**src/rtl/decoder_pkg.sv**
```systemverilog
// Shared definitions for the registered address decoder: mode encodings and
// the decoded output width helper.
package decoder_pkg;

   localparam logic MODE_ONEHOT = 1'b0;
   localparam logic MODE_THERM  = 1'b1;

   function automatic int out_width(input int w);
      return 1 << w;
   endfunction

endpackage

```
**src/rtl/decoder_core.sv**
```systemverilog
// Combinational N-to-2^N decoder: one-hot or thermometer output, with enable
// gating and optional masking of address 0.
module decoder_core
   import decoder_pkg::*;
#(
   parameter int W         = 3,
   parameter int ZERO_MASK = 0
) (
   input  logic                    e,
   input  logic                    mode,
   input  logic [W-1:0]            a,
   output logic [out_width(W)-1:0] f
);

   localparam int N = out_width(W);

   logic masked;

   assign masked = (ZERO_MASK != 0) && (a == '0);

   always_comb begin
      f = '0;
      if (e && !masked) begin
         for (int i = 0; i < N; i++) begin
            if (mode == MODE_THERM) f[i] = (i <= int'(a));
            else                    f[i] = (i == int'(a));
         end
      end
   end

endmodule

```
**src/rtl/decoder_pipe.sv**
```systemverilog
// Registered decoder with valid/ready on both sides and a two-entry skid
// buffer (output register + skid register) for full-rate backpressure.
module decoder_pipe
   import decoder_pkg::*;
#(
   parameter int W         = 3,
   parameter int ZERO_MASK = 0
) (
   input  logic                    clk,
   input  logic                    reset,
   input  logic                    in_valid,
   output logic                    in_ready,
   input  logic                    in_e,
   input  logic                    in_mode,
   input  logic [W-1:0]            in_a,
   output logic                    out_valid,
   input  logic                    out_ready,
   output logic [out_width(W)-1:0] out_f
);

   localparam int N = out_width(W);

   logic [N-1:0] dec_p0;
   logic [N-1:0] out_f_p1;
   logic [N-1:0] skid_f_p1;
   logic         vld_p1;
   logic         skid_vld_p1;
   logic         rdy_q;

   logic accept;
   logic consume;
   logic vld_n;
   logic skid_vld_n;
   logic load_out;
   logic load_skid;
   logic out_from_skid;

   // Stage p0: decode on the input side
   decoder_core #(
      .W         (W),
      .ZERO_MASK (ZERO_MASK)
   ) u_core (
      .e    (in_e),
      .mode (in_mode),
      .a    (in_a),
      .f    (dec_p0)
   );

   assign accept  = in_valid && rdy_q;
   assign consume = vld_p1 && out_ready;

   // rdy_q is low whenever the skid is full, so no input arrives while draining it
   always_comb begin
      vld_n         = vld_p1;
      skid_vld_n    = skid_vld_p1;
      load_out      = 1'b0;
      load_skid     = 1'b0;
      out_from_skid = 1'b0;
      if (skid_vld_p1) begin
         if (consume) begin
            out_from_skid = 1'b1;
            skid_vld_n    = 1'b0;
         end
      end else if (accept) begin
         if (!vld_p1 || consume) begin
            load_out = 1'b1;
            vld_n    = 1'b1;
         end else begin
            load_skid  = 1'b1;
            skid_vld_n = 1'b1;
         end
      end else if (consume) begin
         vld_n = 1'b0;
      end
   end

   // Stage p1: output register and skid register
   always_ff @(posedge clk or posedge reset) begin
      if (reset) begin
         vld_p1      <= 1'b0;
         skid_vld_p1 <= 1'b0;
         rdy_q       <= 1'b0;
         out_f_p1    <= '0;
      end else begin
         vld_p1      <= vld_n;
         skid_vld_p1 <= skid_vld_n;
         rdy_q       <= !skid_vld_n;
         if (out_from_skid)  out_f_p1 <= skid_f_p1;
         else if (load_out)  out_f_p1 <= dec_p0;
      end
   end

   always_ff @(posedge clk) begin
      if (load_skid) skid_f_p1 <= dec_p0;
   end

   assign in_ready  = rdy_q;
   assign out_valid = vld_p1;
   assign out_f     = out_f_p1;

endmodule

```
**config.mk**
```make
export PLATFORM = sky130hd
export DESIGN_NAME = decoder_pipe
export DESIGN_NICKNAME = d
export VERILOG_FILES = /design/src/rtl/decoder_pkg.sv /design/src/rtl/decoder_core.sv /design/src/rtl/decoder_pipe.sv
export SDC_FILE = /design/constraint.sdc
export NUM_CORES = 1
export LEC_CHECK = 0
export ABC_CLOCK_PERIOD_IN_PS = 2200
export CORE_AREA = 8 8 52 54
export CTS_CLUSTER_DIAMETER = 150
export DETAILED_ROUTE_END_ITERATION = 8
export DIE_AREA = 0 0 60 62
export PLACE_DENSITY = 0.77
export SLEW_MARGIN = 20
export SYNTH_ARGS = -nofsm -noshare
export SYNTH_HDL_FRONTEND = slang
export SYNTH_SLANG_ARGS = --single-unit
```
**constraint.sdc**
```tcl
create_clock -name clk -period 2.2 [get_ports clk]
set_input_delay 0.22 -clock clk [delete_from_list [all_inputs] [get_ports clk]]
set_output_delay 0.22 -clock clk [all_outputs]
set_load 0.1 [all_outputs]
```
==> results.py <==
metrics = {
    "clock_tree": {
        "cts_hold_buf": 0,
        "post_cts_buffers": 0,
        "cts_root_buf": "clkbuf_4",
        "cts_resized": 0,
        "cts_buffers": 3,
        "clock_latency_ns": 0.30,
        "clkTransAtPathRegs_ns": 0.11,
        "cts.sinks": 19,
        "htree_levels": 1,
        "clockBufferDepth": 2,
        "cts_tree": "built",
    },
    "finish": {
        "drive_above_1_share_pct": 20.79,
        "nets": 111,
        "syn2layout_area_growth_pct": 21.12,
        "antenna_cells": 0,
    },
    "synthesis": {
        "synth-edff-count": 8,
        "synth.largest_area_cell": "dfrtp_1",
        "synth_top_cell_area_share_pct": 29.41,
        "ys.flop_type": "dfrtp_1",
        "ys_warn_count": 0,
        "synthCells": 82,
        "synthArstFlopShare_pct": 57.89,
        "syn-num-nets": 91,
        "syn_area_per_cell_um2": 11.41,
        "ys_types": 30,
        "ys_seq_elements": 19,
        "ys_top_cells_by_area": "dfrtp_1 (29%), edfxtp_1 (26%), inv_1 (3.6%)",
        "synth_area_um2": 935.9,
        "ys_seq_area_share_pct": 55.08,
    },
    "floorplan": {
        "std_cell_rows": 16,
        "core_um2": 1902,
        "dieWidth_um": 60,
        "io_pins": 19,
        "die_y_um": 62,
        "die-area_um2": 3720,
        "start_util_pct": 49.21,
    },
    "timing": {
        "final_max_slew_viol_count": 0,
        "fin_tns_setup_ns": 0,
        "max_slew.worst_pin.slew_ns": 0.4535,
        "skew_ns": 0.01040,
        "fmax_mhz": 730.9,
        "hold_violations": 0,
        "finalSetupViolations": 0,
        "period_share_pct": 62.19,
        "slew_headroom_pct": 69.45,
        "rsz0062_at_grt": "no",
        "fin_crit_ns": 1.368,
    },
    "critical_path": {
        "cp_data_arrival_time_ns": 1.57,
        "crit_path_max_fanout": 7,
        "endpoint": "out_f[4]",
        "regToRegEndpoint": "out_f[4]",
        "cp-end-kind": "register",
        "worstPathRequired_ns": 2.40,
        "worstSetupPathType": "reg -> reg",
        "worstReg2RegStart": "skid_vld_p1",
        "worstRegToRegCells": 3,
        "start_kind": "register",
        "crit_start": "skid_vld_p1",
        "r2r_slack_ns": 0.83,
    },
    "min_path": {
        "hold_path.class": "in -> async",
    },
    "global_routing": {
        "overflow": 0,
        "grt_pass1_wl_um": 3194,
        "first_global_vias": 701,
        "antenna_found_initial": 0,
        "grt_max_degree": 12,
        "track_usage_pct": 11.49,
    },
    "route": {
        "vias_per_cell": 5.336,
        "routedWlPerCell_um": 14.17,
        "dr.pass1.iters": 2,
        "drtIter0Drc": 10,
        "drcViolationCount": 0,
        "postRouteAntennaNets": 0,
        "wirelength_um": 1814,
        "routed-via-count": 683,
    },
    "placement": {
        "dp_hpwl_um": 1381,
        "portBuffers": 18,
        "gp_congestion": 0.7348,
    },
    "run_status": {
        "status": "completed",
    },
    "flow_run": {
        "maxCapViolations": 0,
    },
}
==> area by class of cell <==
type | count | area [um^2]
clock buffers | 3 | 22.52
clock inverters | 1 | 5.005
fillers | 170 | 768.2
inverters | 9 | 33.78
multi-input cells | 50 | 360.3
flip-flops and latches | 19 | 515.5
well taps | 27 | 33.78
repair buffers | 19 | 162.7
==> worst min path at each step <==
stage | to | slack [ns] | cells past startpoint
final | out_f[7] | 0.20 | 2
after global routing | out_f[3] | 0.23 | 2
after CTS | out_f[3] | 0.21 | 2
after detailed placement | out_f[1] | 0.45 | 2
after global placement | out_f[6] | 0.45 | 2
after floorplan | in_ready | 0.07 | 1
==> layer usage <==
metal	track usage (%)	up-vias	routed length (um)
met5	0	-	0
met4	9.184	0	53
met3	2.675	4	131
met2	18.15	17	794
met1	13.14	328	836
li1	-	334	-
==> kinds of logic (layout without fill, tap and decap cells) <==
family                 Yosys count  in the layout  synth area share [%]
AOI/OAI and AO/OA               21             21                 20.19
buffers and inverters           13             32                 6.416
and+or+nand+nor                 28             28                 17.25
muxes                            1              1                 1.070
DFF                             19             19                 55.08
==> sequential cells by signal, summed over array words and instances, names as in the netlist <==
register and flops:
in_ready 1, out_f 8, out_valid 1, skid_f_p1 8, skid_vld_p1 1
==> cell usage after synthesis (3+ instances only) <==
master	number
o211a_1	3
edfxtp_1	8
dfrtp_1	11
nor2_1	7
a221o_1	3
inv_1	9
o21ai_0	4
o221ai_1	3
nand2_1	7
==> through the flow <==
| step | utilization [%] | instance area, um^2 | hold slack (ns) | std cells | setup slack (ns) |
|---|---|---|---|---|---|
| 3_3_place_gp | 58.16 | 1106 | 0.4522 | 124 | 0.5976 |
| 6_report | 59.61 | 1134 | 0.1975 | 128 | 0.8318 |
| 4_1_cts | 59.61 | 1134 | 0.2126 | 128 | 0.8326 |
| 3_5_place_dp | 58.16 | 1106 | 0.4508 | 124 | 0.5403 |
| 2_1_floorplan | - | 935.9 | 0.07244 | 82 | 0.04732 |
| 5_1_grt | 59.61 | 1134 | 0.2339 | 128 | 0.6780 |
==> worst max-delay path, stage by stage (launching register included) <==
cell and delay, ns:
dfrtp_1 0.45, nand3b_4 0.22, or2_1 0.32, o311ai_4 0.30
==> layout by cell type, fill, tap and decap left out, drive strengths merged <==
master | synthesis | layout
o21a | 2 | 2
nor3 | 2 | 2
o211ai | 1 | 1
edfxtp | 8 | 8
nand4 | 1 | 1
o211a | 3 | 3
o221a | 2 | 2
clkinv | 0 | 1
nor3b | 1 | 1
clkbuf | 1 | 3
inv | 9 | 9
or2 | 1 | 1
o21ai | 4 | 4
o311ai | 1 | 1
nand3 | 2 | 2
and2 | 1 | 1
a21oi | 1 | 1
nand2 | 7 | 7
a31oi | 1 | 1
and3 | 1 | 1
mux2i | 1 | 1
nor2b | 1 | 1
a221o | 3 | 3
buf | 3 | 11
clkdlybuf4s50 | 0 | 8
nand2b | 2 | 2
nand3b | 1 | 1
o221ai | 3 | 3
nor2 | 7 | 7
dfrtp | 11 | 11
and3b | 1 | 1
Power is not shown: default switching activity piles up to over one toggle a cycle in this logic, so the estimate is an artifact.
